$ cat src/rtl/bus_arb_pkg.sv
`default_nettype none
// +----------------------------------------------------------------------+
// | bus_arb_pkg : shared types for the CPU/DMA memory-port arbiter       |
// | Rev 1.0                                                              |
// +----------------------------------------------------------------------+
package bus_arb_pkg;

  typedef enum logic [1:0] {IDLE, GRANT, XFER, DONE} arb_state_e;
  typedef enum logic {OWN_BUS = 1'b0, OWN_DMA = 1'b1} owner_e;

  localparam int XFER_CYCLES_DEF = 4;

endpackage
`default_nettype wire

$ cat src/rtl/arb_pick.sv
`default_nettype none
// +----------------------------------------------------------------------+
// | arb_pick : combinational round-robin / fixed-priority selector       |
// | Rev 1.0                                                              |
// +----------------------------------------------------------------------+
module arb_pick
  import bus_arb_pkg::*;
#(
  parameter bit RR_EN = 1'b1
) (
  input  logic bus_req,
  input  logic dma_req,
  input  logic owner,
  output logic grant_valid,
  output logic grant_dma
);

  logic w_dma_wins_tie;

  // On a tie the round-robin mode serves whoever was not granted last.
  assign w_dma_wins_tie = RR_EN ? (owner == OWN_BUS) : 1'b1;
  assign grant_valid    = bus_req | dma_req;
  assign grant_dma      = dma_req & (~bus_req | w_dma_wins_tie);

endmodule
`default_nettype wire

$ cat src/rtl/bus_dma_arbiter.sv
`default_nettype none
// +----------------------------------------------------------------------+
// | bus_dma_arbiter : grants CPU bus or DMA a fixed-length memory window |
// | Rev 1.0                                                              |
// +----------------------------------------------------------------------+
module bus_dma_arbiter
  import bus_arb_pkg::*;
#(
  parameter int XFER_CYCLES = XFER_CYCLES_DEF,
  parameter bit RR_EN       = 1'b1,
  parameter int CNT_W       = $clog2(XFER_CYCLES + 1)
) (
  input  logic clk,
  input  logic rst_n,
  input  logic bus_req,
  input  logic dma_req,
  output logic bus_ack,
  output logic dma_ack,
  output logic bus_enb,
  output logic mem_enb,
  output logic done,
  output logic abort,
  output logic owner
);

  arb_state_e       r_state;
  owner_e           r_owner;
  logic [CNT_W-1:0] r_cnt;
  logic             r_bus_ack;
  logic             r_dma_ack;
  logic             r_bus_enb;
  logic             r_mem_enb;
  logic             r_done;
  logic             r_abort;

  logic             w_grant_valid;
  logic             w_grant_dma;
  logic             w_owner_req;

  arb_pick #(.RR_EN(RR_EN)) u_pick (
    .bus_req     (bus_req),
    .dma_req     (dma_req),
    .owner       (r_owner),
    .grant_valid (w_grant_valid),
    .grant_dma   (w_grant_dma)
  );

  assign w_owner_req = (r_owner == OWN_DMA) ? dma_req : bus_req;

  always_ff @(posedge clk) begin
    if (!rst_n) begin
      r_state   <= IDLE;
      r_owner   <= OWN_DMA;
      r_cnt     <= '0;
      r_bus_ack <= 1'b0;
      r_dma_ack <= 1'b0;
      r_bus_enb <= 1'b0;
      r_mem_enb <= 1'b0;
      r_done    <= 1'b0;
      r_abort   <= 1'b0;
    end else begin
      r_bus_ack <= 1'b0;
      r_dma_ack <= 1'b0;
      r_done    <= 1'b0;
      r_abort   <= 1'b0;
      case (r_state)
        IDLE: begin
          if (w_grant_valid) begin
            r_state   <= GRANT;
            r_owner   <= w_grant_dma ? OWN_DMA : OWN_BUS;
            r_bus_ack <= ~w_grant_dma;
            r_dma_ack <= w_grant_dma;
          end
        end
        GRANT: begin
          r_state   <= XFER;
          r_cnt     <= CNT_W'(XFER_CYCLES - 1);
          r_bus_enb <= (r_owner == OWN_BUS);
          r_mem_enb <= (r_owner == OWN_DMA);
        end
        XFER: begin
          // A dropped request wins over completion, even on the last count.
          if (!w_owner_req) begin
            r_state   <= IDLE;
            r_bus_enb <= 1'b0;
            r_mem_enb <= 1'b0;
            r_abort   <= 1'b1;
          end else if (r_cnt == '0) begin
            r_state   <= DONE;
            r_bus_enb <= 1'b0;
            r_mem_enb <= 1'b0;
            r_done    <= 1'b1;
          end else begin
            r_cnt <= r_cnt - 1'b1;
          end
        end
        DONE:    r_state <= IDLE;
        default: r_state <= IDLE;
      endcase
    end
  end

  assign bus_ack = r_bus_ack;
  assign dma_ack = r_dma_ack;
  assign bus_enb = r_bus_enb;
  assign mem_enb = r_mem_enb;
  assign done    = r_done;
  assign abort   = r_abort;
  assign owner   = r_owner;

endmodule
`default_nettype wire

$ cat config.mk
export PLATFORM = sky130hd
export DESIGN_NAME = bus_dma_arbiter
export DESIGN_NICKNAME = d
export VERILOG_FILES = /design/src/rtl/bus_arb_pkg.sv /design/src/rtl/arb_pick.sv /design/src/rtl/bus_dma_arbiter.sv
export SDC_FILE = /design/constraint.sdc
export NUM_CORES = 1
export LEC_CHECK = 0
export ABC_AREA = 1
export BUFFER_PORTS_ARGS = -buffer_cell sky130_fd_sc_hd__buf_2
export CORE_AREA = 2 2 39 41
export CTS_BUF_LIST = sky130_fd_sc_hd__clkbuf_16
export DETAILED_ROUTE_END_ITERATION = 8
export DIE_AREA = 0 0 41 43
export PLACE_DENSITY = 0.63
export SLEW_MARGIN = 20
export SYNTH_ARGS = -nofsm -noshare
export SYNTH_HDL_FRONTEND = slang
export SYNTH_SLANG_ARGS = --single-unit
$ cat constraint.sdc
create_clock -name clk -period 1.4 [get_ports clk]
set_input_delay 0.28 -clock clk [delete_from_list [all_inputs] [get_ports clk]]
set_output_delay 0.28 -clock clk [all_outputs]
set_load 0.1 [all_outputs]
==> out/results.ini <==
[status]
status = complete, no violations

[power]
leakage_nw = 0.361
swShare_pct = 33.4
seqPwrFrac_pct = 32.0
ir_worst_vdd_uv = 620
p_switching_mw = 0.423
clockPowerShare_pct = 39.9
p_int_mw = 0.846
p_per_area_nw_per_um2 = 1730
comb_power_share_pct = 28.1

[clock_network]
h-tree-depth = 1
post_cts_buffers = 0
clock_latency_ps = 240
clock_path_buffers = 2
cts_tree = built
cts_resized = 0
cts_buffers = 3
clock-sinks = 12
cts-root-buf = clkbuf_16
clk_pin_slew_worst_paths_ps = 40
cts_hold_buf = 0

[critical_path]
worstSetupEndpointType = output port
crit_path_start_kind = register
crit_buf_inv = 1
critPathMaxStageDelay_ps = 420
slowest_stage = buf_2
worstPathCellList = buf_2
crit_arrival_ps = 980
cp_top_family = buffers and inverters
crit_required_ps = 1120
crit_type = register to output port
cp_max_fo = 2

[layout]
final_util_pct = 53.1
multiInputGateArea_um2 = 283
ff_latch_area_um2 = 241
diodes = 0
nets = 94
fillers = 135
layout-drive-gt1-share_pct = 29.1
fin_cells = 102
synthToLayoutAreaGrowth_pct = 28.2

[synth]
synthesis.instances = 73
synth_top_area_share_pct = 41.9
yosys-top-cells-area = dfxtp_1 (42%), nand2_1 (8.5%), inv_1 (6.6%)
synth_cell_types = 19
ys_ff_latch = 12
synthesis.nets = 79
yosysTopAreaCell = dfxtp_1
synth_warnings = 0
syn_area_um2 = 573
synth-seq-area-share_pct = 41.9
syn_area_per_cell_um2 = 7.85

[global_route]
use_met2_pct = 21.6
grt_pass1_wl_um = 1710
antenna_found_initial = 0
busiest_layer = met2
gr-usage-met1_pct = 17.3
grt_max_degree = 8
grt_pass1_vias = 445
global_route.overflow_total = 0
grt_usage_pct = 15.3
grtUsageMet3_pct = 4.71

[detailed_routing]
drt_iter0_markers = 4
avgViaCountPerCell = 4.61
drcViolationCount = 0
wl_per_cell_um = 9.45
wirelength_um = 964
vias = 470
postRouteAntennaNets = 0
dr.pass1.iters = 2

[sta]
finClkSkew_ps = 0.801
whs_ps = 326
min_period_ps = 1260
final_hold_viol_count = 0
rsz0062_at_grt = no
slew_viol_final = 0
fin_crit_sh_pct = 90.1
finalSetupViolations = 0
setup_tns_ps = 0
timing.fmax_mhz = 793
fin_ws_ps = 139
slew_headroom_pct = 67.8
tightestPinTransition_ps = 486

[floorplan]
rows = 14
die_area_um2 = 1760
die_h_um = 43
die_w_um = 41
io-pin-count = 11
initial_utilization_pct = 41.4
core_um2 = 1380

[placement]
place_inst = 99
hpwl_um = 798
gp_congestion = 0.707
io_buffer_count = 10
place_ws_ps = 188

[min_path]
hp-class = input pin to register

[job]
cap_viol_max_count = 0

[sequential cells by signal, summed over array words and instances, names as in the netlist]
| name | cells |
|---|---|
| bus_ack | 1 |
| r_state | 2 |
| r_cnt | 3 |
| mem_enb | 1 |
| dma_ack | 1 |
| bus_enb | 1 |
| owner | 1 |
| done | 1 |
| abort | 1 |
[stage by stage]
stage | total power [mW] | cell area (um2)
after detailed placement | 0.773 | 659
after global routing | 1.34 | 734
final | 1.27 | 734
after floorplan | 0.700 | 574
after global placement | 0.769 | 659
after CTS | 1.29 | 734
[layout make-up]
class	instances	area share, %
Multi-Input combinational cell	49	38.5
Inverter	12	6.81
Clock buffer	3	10.2
Tap cell	16	2.73
Timing Repair Buffer	10	8.86
Sequential cell	12	32.9
[path summary, 6_finish.rpt]
path / from / end / cells past startpoint / slack, ps
max reg2reg: r_cnt[0]$_SDFFE_PN0P_ / mem_enb$_SDFFE_PN0P_ / 7 / 200
min reg2reg: mem_enb$_SDFFE_PN0P_ / mem_enb$_SDFFE_PN0P_ / 2 / 480
min: rst_n / owner$_SDFFE_PN1P_ / 2 / 330
max: bus_enb$_SDFFE_PN0P_ / bus_enb / 1 / 140
[kinds of logic (layout without fill, tap and decap cells)]
family,count (synthesis),after routing,synth area share (%)
and+or+nand+nor,37,37,34.7
xor gates and xnor gates,1,1,1.53
adders and majority gates,2,2,4.37
buffers and inverters,12,25,8.73
AOI/OAI and AO/OA,9,9,8.73
DFF,12,12,41.9
[cell usage after synthesis]
library cell and n:
a21oi_1 6, a21oi_2 1, a31oi_1 1, dfxtp_1 12
ha_1 2, inv_1 10, inv_2 1, inv_6 1
nand2_1 13, nand2_2 3, nand2_4 2, nand3_1 5
nand3_2 1, nor2_1 10, nor2_4 1, nor2_8 1
nor3_1 1, o21ai_0 1, xor2_1 1
[power by group through the flow]
stage	clock, mW	sequential [mW]	combinational, mW
6_report	0.507	0.406	0.357
5_1_grt	0.536	0.411	0.393
4_1_cts	0.519	0.406	0.362
3_5_place_dp	0	0.412	0.361
3_3_place_gp	0	0.411	0.358
2_1_floorplan	0	0.532	0.168
[routing by layer]
layer	vias to the layer above	wire [um]	share of wire (%)
li1	255	-	-
met1	200	448	46
met2	10	440	46
met3	5	32	3.3
met4	0	42	4.4
met5	-	0	0
[cells in the final DEF (no fill, tap or decap), types with 2 or more instances in the layout]
cell       netlist  final
nand2_4          2      2
ha_1             2      2
nand2_1         13     13
nand2_2          3      3
nand3_1          5      5
buf_2            0      9
inv_1           10     10
clkbuf_16        0      3
a21oi_1          6      6
nor2_1          10     10
dfxtp_1         12     11
No activity file was read; power rests on OpenSTA's default activity.
